## config.mk

```make
export PLATFORM = sky130hd
export DESIGN_NAME = serial_operand_feeder
export DESIGN_NICKNAME = d
export VERILOG_FILES = /design/src/rtl/serial_operand_feeder.sv
export SDC_FILE = /design/constraint.sdc
export NUM_CORES = 1
export LEC_CHECK = 0
export BUFFER_PORTS_ARGS = -buffer_cell sky130_fd_sc_hd__buf_2
export CAP_MARGIN = 40
export CORE_MARGIN = 2
export CORE_UTILIZATION = 30
export DETAILED_ROUTE_END_ITERATION = 12
export GPL_TIMING_DRIVEN = 0
export MAX_ROUTING_LAYER = met4
export PLACE_DENSITY_LB_ADDON = 0.2
export SYNTH_ARGS = -nofsm -noshare
export SYNTH_HDL_FRONTEND = slang
export SYNTH_SLANG_ARGS = --single-unit
```

## constraint.sdc

```tcl
create_clock -name clk -period 1.79 [get_ports clk]
set_input_delay 0.2685 -clock clk [delete_from_list [all_inputs] [get_ports clk]]
set_output_delay 0.2685 -clock clk [all_outputs]
set_load 0.01 [all_outputs]
```

## src/rtl/serial_operand_feeder.sv

```systemverilog
// serial_operand_feeder: buffers parallel operand pairs in a small FIFO and
// serialises each pair LSB-first as two aligned bit streams with first/last
// frame markers. Frames go out back-to-back while operands are queued.
//
// Ports:
//   clk, rst               clock, asynchronous active-low reset
//   in_valid/in_ready      parallel operand handshake (in_a, in_b)
//   ser_en                 downstream consumes the current bit this cycle
//   bit_valid, a_bit,      current serial bits and frame markers
//   b_bit, first, last
//   busy                   frame in progress or FIFO non-empty
//   level                  FIFO occupancy, 0..DEPTH
module serial_operand_feeder #(
    parameter int unsigned WIDTH = 4,
    parameter int unsigned DEPTH = 2
) (
    input  logic                     clk,
    input  logic                     rst,
    input  logic                     in_valid,
    output logic                     in_ready,
    input  logic [WIDTH-1:0]         in_a,
    input  logic [WIDTH-1:0]         in_b,
    input  logic                     ser_en,
    output logic                     bit_valid,
    output logic                     a_bit,
    output logic                     b_bit,
    output logic                     first,
    output logic                     last,
    output logic                     busy,
    output logic [$clog2(DEPTH):0]   level
);

    localparam int unsigned AW = $clog2(DEPTH);
    localparam int unsigned LW = AW + 1;
    localparam int unsigned CW = $clog2(WIDTH);

    typedef enum logic {
        IDLE  = 1'b0,
        SHIFT = 1'b1
    } state_e;

    state_e           state_q;
    logic [WIDTH-1:0] sa_q;
    logic [WIDTH-1:0] sb_q;
    logic [CW-1:0]    cnt_q;
    logic             first_q;
    logic             last_q;

    logic [WIDTH-1:0] mem_a_q [DEPTH];
    logic [WIDTH-1:0] mem_b_q [DEPTH];
    logic [AW-1:0]    wr_ptr_q;
    logic [AW-1:0]    rd_ptr_q;
    logic [LW-1:0]    level_q;

    logic             push;
    logic             pop;

    // Acceptance depends on occupancy only; a same-cycle pop does not free a slot.
    assign in_ready = rst && (level_q < LW'(DEPTH));
    assign push     = in_valid && in_ready;
    // A pop is always a load: from IDLE, or chained on the consumed last bit.
    assign pop      = (level_q != '0) && ((state_q == IDLE) || (ser_en && last_q));

    // FIFO storage, no reset needed since occupancy gates every read.
    always_ff @(posedge clk) begin
        if (push) begin
            mem_a_q[wr_ptr_q] <= in_a;
            mem_b_q[wr_ptr_q] <= in_b;
        end
    end

    // FIFO pointers and occupancy; pointers wrap naturally at power-of-2 depth.
    always_ff @(posedge clk or negedge rst) begin
        if (!rst) begin
            wr_ptr_q <= '0;
            rd_ptr_q <= '0;
            level_q  <= '0;
        end else begin
            if (push) wr_ptr_q <= wr_ptr_q + AW'(1);
            if (pop)  rd_ptr_q <= rd_ptr_q + AW'(1);
            level_q <= level_q + LW'(push) - LW'(pop);
        end
    end

    // Serialiser FSM: load on pop, shift on ser_en, drop to IDLE after an unchained last.
    always_ff @(posedge clk or negedge rst) begin
        if (!rst) begin
            state_q <= IDLE;
            sa_q    <= '0;
            sb_q    <= '0;
            cnt_q   <= '0;
            first_q <= 1'b0;
            last_q  <= 1'b0;
        end else if (pop) begin
            state_q <= SHIFT;
            sa_q    <= mem_a_q[rd_ptr_q];
            sb_q    <= mem_b_q[rd_ptr_q];
            cnt_q   <= '0;
            first_q <= 1'b1;
            last_q  <= 1'b0;
        end else begin
            case (state_q)
                IDLE: begin
                    state_q <= IDLE;
                end
                SHIFT: begin
                    if (ser_en) begin
                        if (!last_q) begin
                            sa_q    <= sa_q >> 1;
                            sb_q    <= sb_q >> 1;
                            cnt_q   <= cnt_q + CW'(1);
                            first_q <= 1'b0;
                            last_q  <= (cnt_q == CW'(WIDTH - 2));
                        end else begin
                            // Clear the shifters so IDLE drives zero bits.
                            state_q <= IDLE;
                            sa_q    <= '0;
                            sb_q    <= '0;
                            cnt_q   <= '0;
                            first_q <= 1'b0;
                            last_q  <= 1'b0;
                        end
                    end
                end
                default: begin
                    state_q <= IDLE;
                end
            endcase
        end
    end

    assign bit_valid = (state_q == SHIFT);
    assign a_bit     = sa_q[0];
    assign b_bit     = sb_q[0];
    assign first     = first_q;
    assign last      = last_q;
    assign busy      = (state_q == SHIFT) || (level_q != '0);
    assign level     = level_q;

endmodule

```

==> summary.txt <==
Root buf cell: clkbuf_8
PortBufs: 20
Average wire per cell in the routed design: 14.32 microns
Drt pass-1 iters: 3
TritonCTS clock tree: done
First-pass GRT wire length: 4.298 mm
Initial drt markers: 35
Final slew viol count: 0
Fillcell total: 427
HPWL after detailed placement: 1.717 mm
I/O pin total: 21
Post-DP Area: 1594 sq um
Clock group share of total power: 0.219
Htree depth: 2
Worst-path clk slew: 0.06 ns
Initial Util: 0.3167
Req. time, crit path: 1.52 ns
CP max stage delay: 0.41 ns
Post-route antenna net violation count: 0
Yosys reg bits: 33
Die Ht: 72.50 microns
DRC: 0
Row count: 24
Final Critical Period: 1.722 ns
Routed wire length: 2.677 mm
Total gr overflow: 0
Maximum root-to-sink buffer count: 2
Final setup vio count: 0
Die area: 5256 sq um
Distinct cells, synth: 26
Nets: 149
Core area: 4444 sq um
EDFF count, synth: 16
Setup TNS: 0 ns
Max Cap Viol: 0
Sink Count: 33
Num CTS Buffers: 5
Switching Fraction: 0.3135
Post-Syn Area: 1408 sq um
Kind of critical path: reg2out
Switching pwr: 0.8086 mW
Worst setup SP type: flip-flop
Vias: 878
Total power divided by cell area: 1478 nW/um^2
Logic pwr share: 0.342
Post-synth top area cell: edfxtp_1
Final hold viol count: 0
Syn_nets: 117
Slowest CP cell: dfrtp_2
Leak: 0.7180 nW
Status: finished clean
Share of layout cells above drive strength 1: 0.3778
Slew @ Worst Pin: 0.8351 ns
Initial antenna violation count: 0
Synth Area per Inst: 13.80 sq um
F_max: 580.9 MHz
Share of power burned in registers: 0.440
Worst slew margin: 0.4414
CP cell instances: buf_4, or3_1, buf_6, buf_2
Largest net degree at the start of global routing: 18
Top_reg_cell synth: dfrtp_1
Crit path DAT: 1.45 ns
Hold WC Path Type: in2reg
Post-synthesis sequential area ratio: 0.6436
Via count of the first global-routing pass: 838
Final period utilization: 0.9618
Area Growth Syn to Fin: 24.00%
Vias per Instance: 4.695
Area share of the largest cell type after synthesis: 0.3413
Gr usage total: 0.1149
Worst Path Max Fanout: 3
VDD IR-drop max: 0.0005906 V
Diodes inserted: 0
Routability congestion estimate: 0.7880
Post-route cell area: 1745 sq um
Clock Latency Late Sink: 0.28 ns
Synth warn: 0
Die Wd: 72.50 microns
Largest cells by area after synthesis: edfxtp_1 (34%), dfrtp_1 (30%), mux2_2 (4.8%)
RSZ-0062 raised after global routing: yes
Cell count after synthesis: 102
Clock Skews: 0.007706 ns
Asr flop ratio synth: 0.5152
CP Capture Type: output port
Internal: 1.771 mW
-- cells in the mapped netlist, drive strengths merged, types with 3 or more instances --
library cell / n
a21oi: 6
inv: 4
mux2i: 4
xnor2: 4
edfxtp: 16
buf: 3
nand3b: 7
mux2: 6
nand3: 7
ha: 3
nand2: 3
dfrtp: 17
a31oi: 6
o2bb2ai: 3
-- cell type report --
class                   instances  area, sq um  area share
multi-input cells              60        486.7      0.2789
well taps                      52        65.06     0.03728
repair buffers                 26        147.6     0.08459
plain buffers                   4        31.28     0.01792
inverters                       4        15.01    0.008602
flip-flops and latches         33        909.6      0.5211
clock buffers                   8        90.09     0.05161
-- through the flow --
stage	cells	total power [mW]	util	hold slack (ns)	worst slack [ns]
after floorplan	102	1.731	-	-0.02709	0.006636
after global placement	174	1.941	0.3587	0.2247	-0.1499
after detailed placement	174	1.963	0.3587	0.2345	-0.1950
after CTS	185	2.601	0.3874	0.1666	-0.04409
after global routing	187	2.767	0.3927	0.1731	-0.02325
final	187	2.580	0.3927	0.1780	0.06839
-- state kept, by name, summed over array words and instances (netlist names) --
name / count
mem_a_q: 8
wr_ptr_q: 1
sb_q: 4
bit_valid: 1
first: 1
cnt_q: 2
rd_ptr_q: 1
last: 1
sa_q: 4
level: 2
mem_b_q: 8
-- logic make-up after synthesis --
family          after synthesis  synth area share
flops                        33            0.6436
xor+xnor                      4           0.02489
mux                          10           0.07644
fa+ha+maj                     3           0.02667
compound gates               18           0.08534
simple gates                 25            0.1076
buf+inv                       9           0.03555
-- path summary, 6_finish.rpt --
| check | from | end | slack [ns] | depth (start not counted) |
|---|---|---|---|---|
| min | in_b[2] | mem_b_q[0][2] | 0.18 | 1 |
| min in group asynchronous | rst | sa_q[0] | 0.65 | 2 |
| min reg2reg | sa_q[3] | sa_q[3] | 0.50 | 1 |
| max | level[1] | busy | 0.07 | 4 |
| max in group asynchronous | rst | level[1] | 0.56 | 2 |
| max reg2reg | last | level[1] | 0.07 | 8 |
-- layout by cell type (no fill, tap or decap), types with 2 or more instances in the layout --
master and n:
nand2b_1 2, clkbuf_1 3, nand3_1 7, buf_4 5, buf_6 2, dfrtp_1 14, xnor2_1 4, buf_2 21
dfrtp_2 3, mux2_2 6, edfxtp_1 16, a21oi_1 6, ha_1 3, a31oi_1 6, inv_1 4, o2bb2ai_1 3
clkbuf_8 6, nand3b_1 7, mux2i_1 4
-- layer usage --
| layer | global-route usage | wire length [microns] | vias up |
|---|---|---|---|
| met5 | - | 0 | - |
| li1 | - | - | 434 |
| met4 | 0.05967 | 39 | 0 |
| met1 | 0.1597 | 1314 | 421 |
| met3 | 0.03611 | 119 | 5 |
| met2 | 0.1488 | 1202 | 18 |
-- timing repair --
action,4_1_cts,5_1_grt
pin swaps,1,2
endpoints found under the hold margin,17,0
gates cloned,0,0
hold buffers,1,0
setup endpoints to repair,1,2
gates resized for setup,4,4
buffers inserted,2,3
-- power groups by stage --
stage	clock network, mW	logic (mW)	registers [mW]
finish	0.564	0.881	1.13
CTS	0.586	0.874	1.14
floorplan	0	0.567	1.16
detailed placement	0	0.803	1.16
global route	0.625	0.984	1.16
global placement	0	0.790	1.15
-- worst max-delay path, delay by kind of cell, from the launching register on --
family | cells | cell delay (ns)
AND/OR/NAND/NOR | 1 | 0.38
buffers and inverters | 3 | 0.39
flip-flops | 1 | 0.41
(Power assumes the default switching activity.)
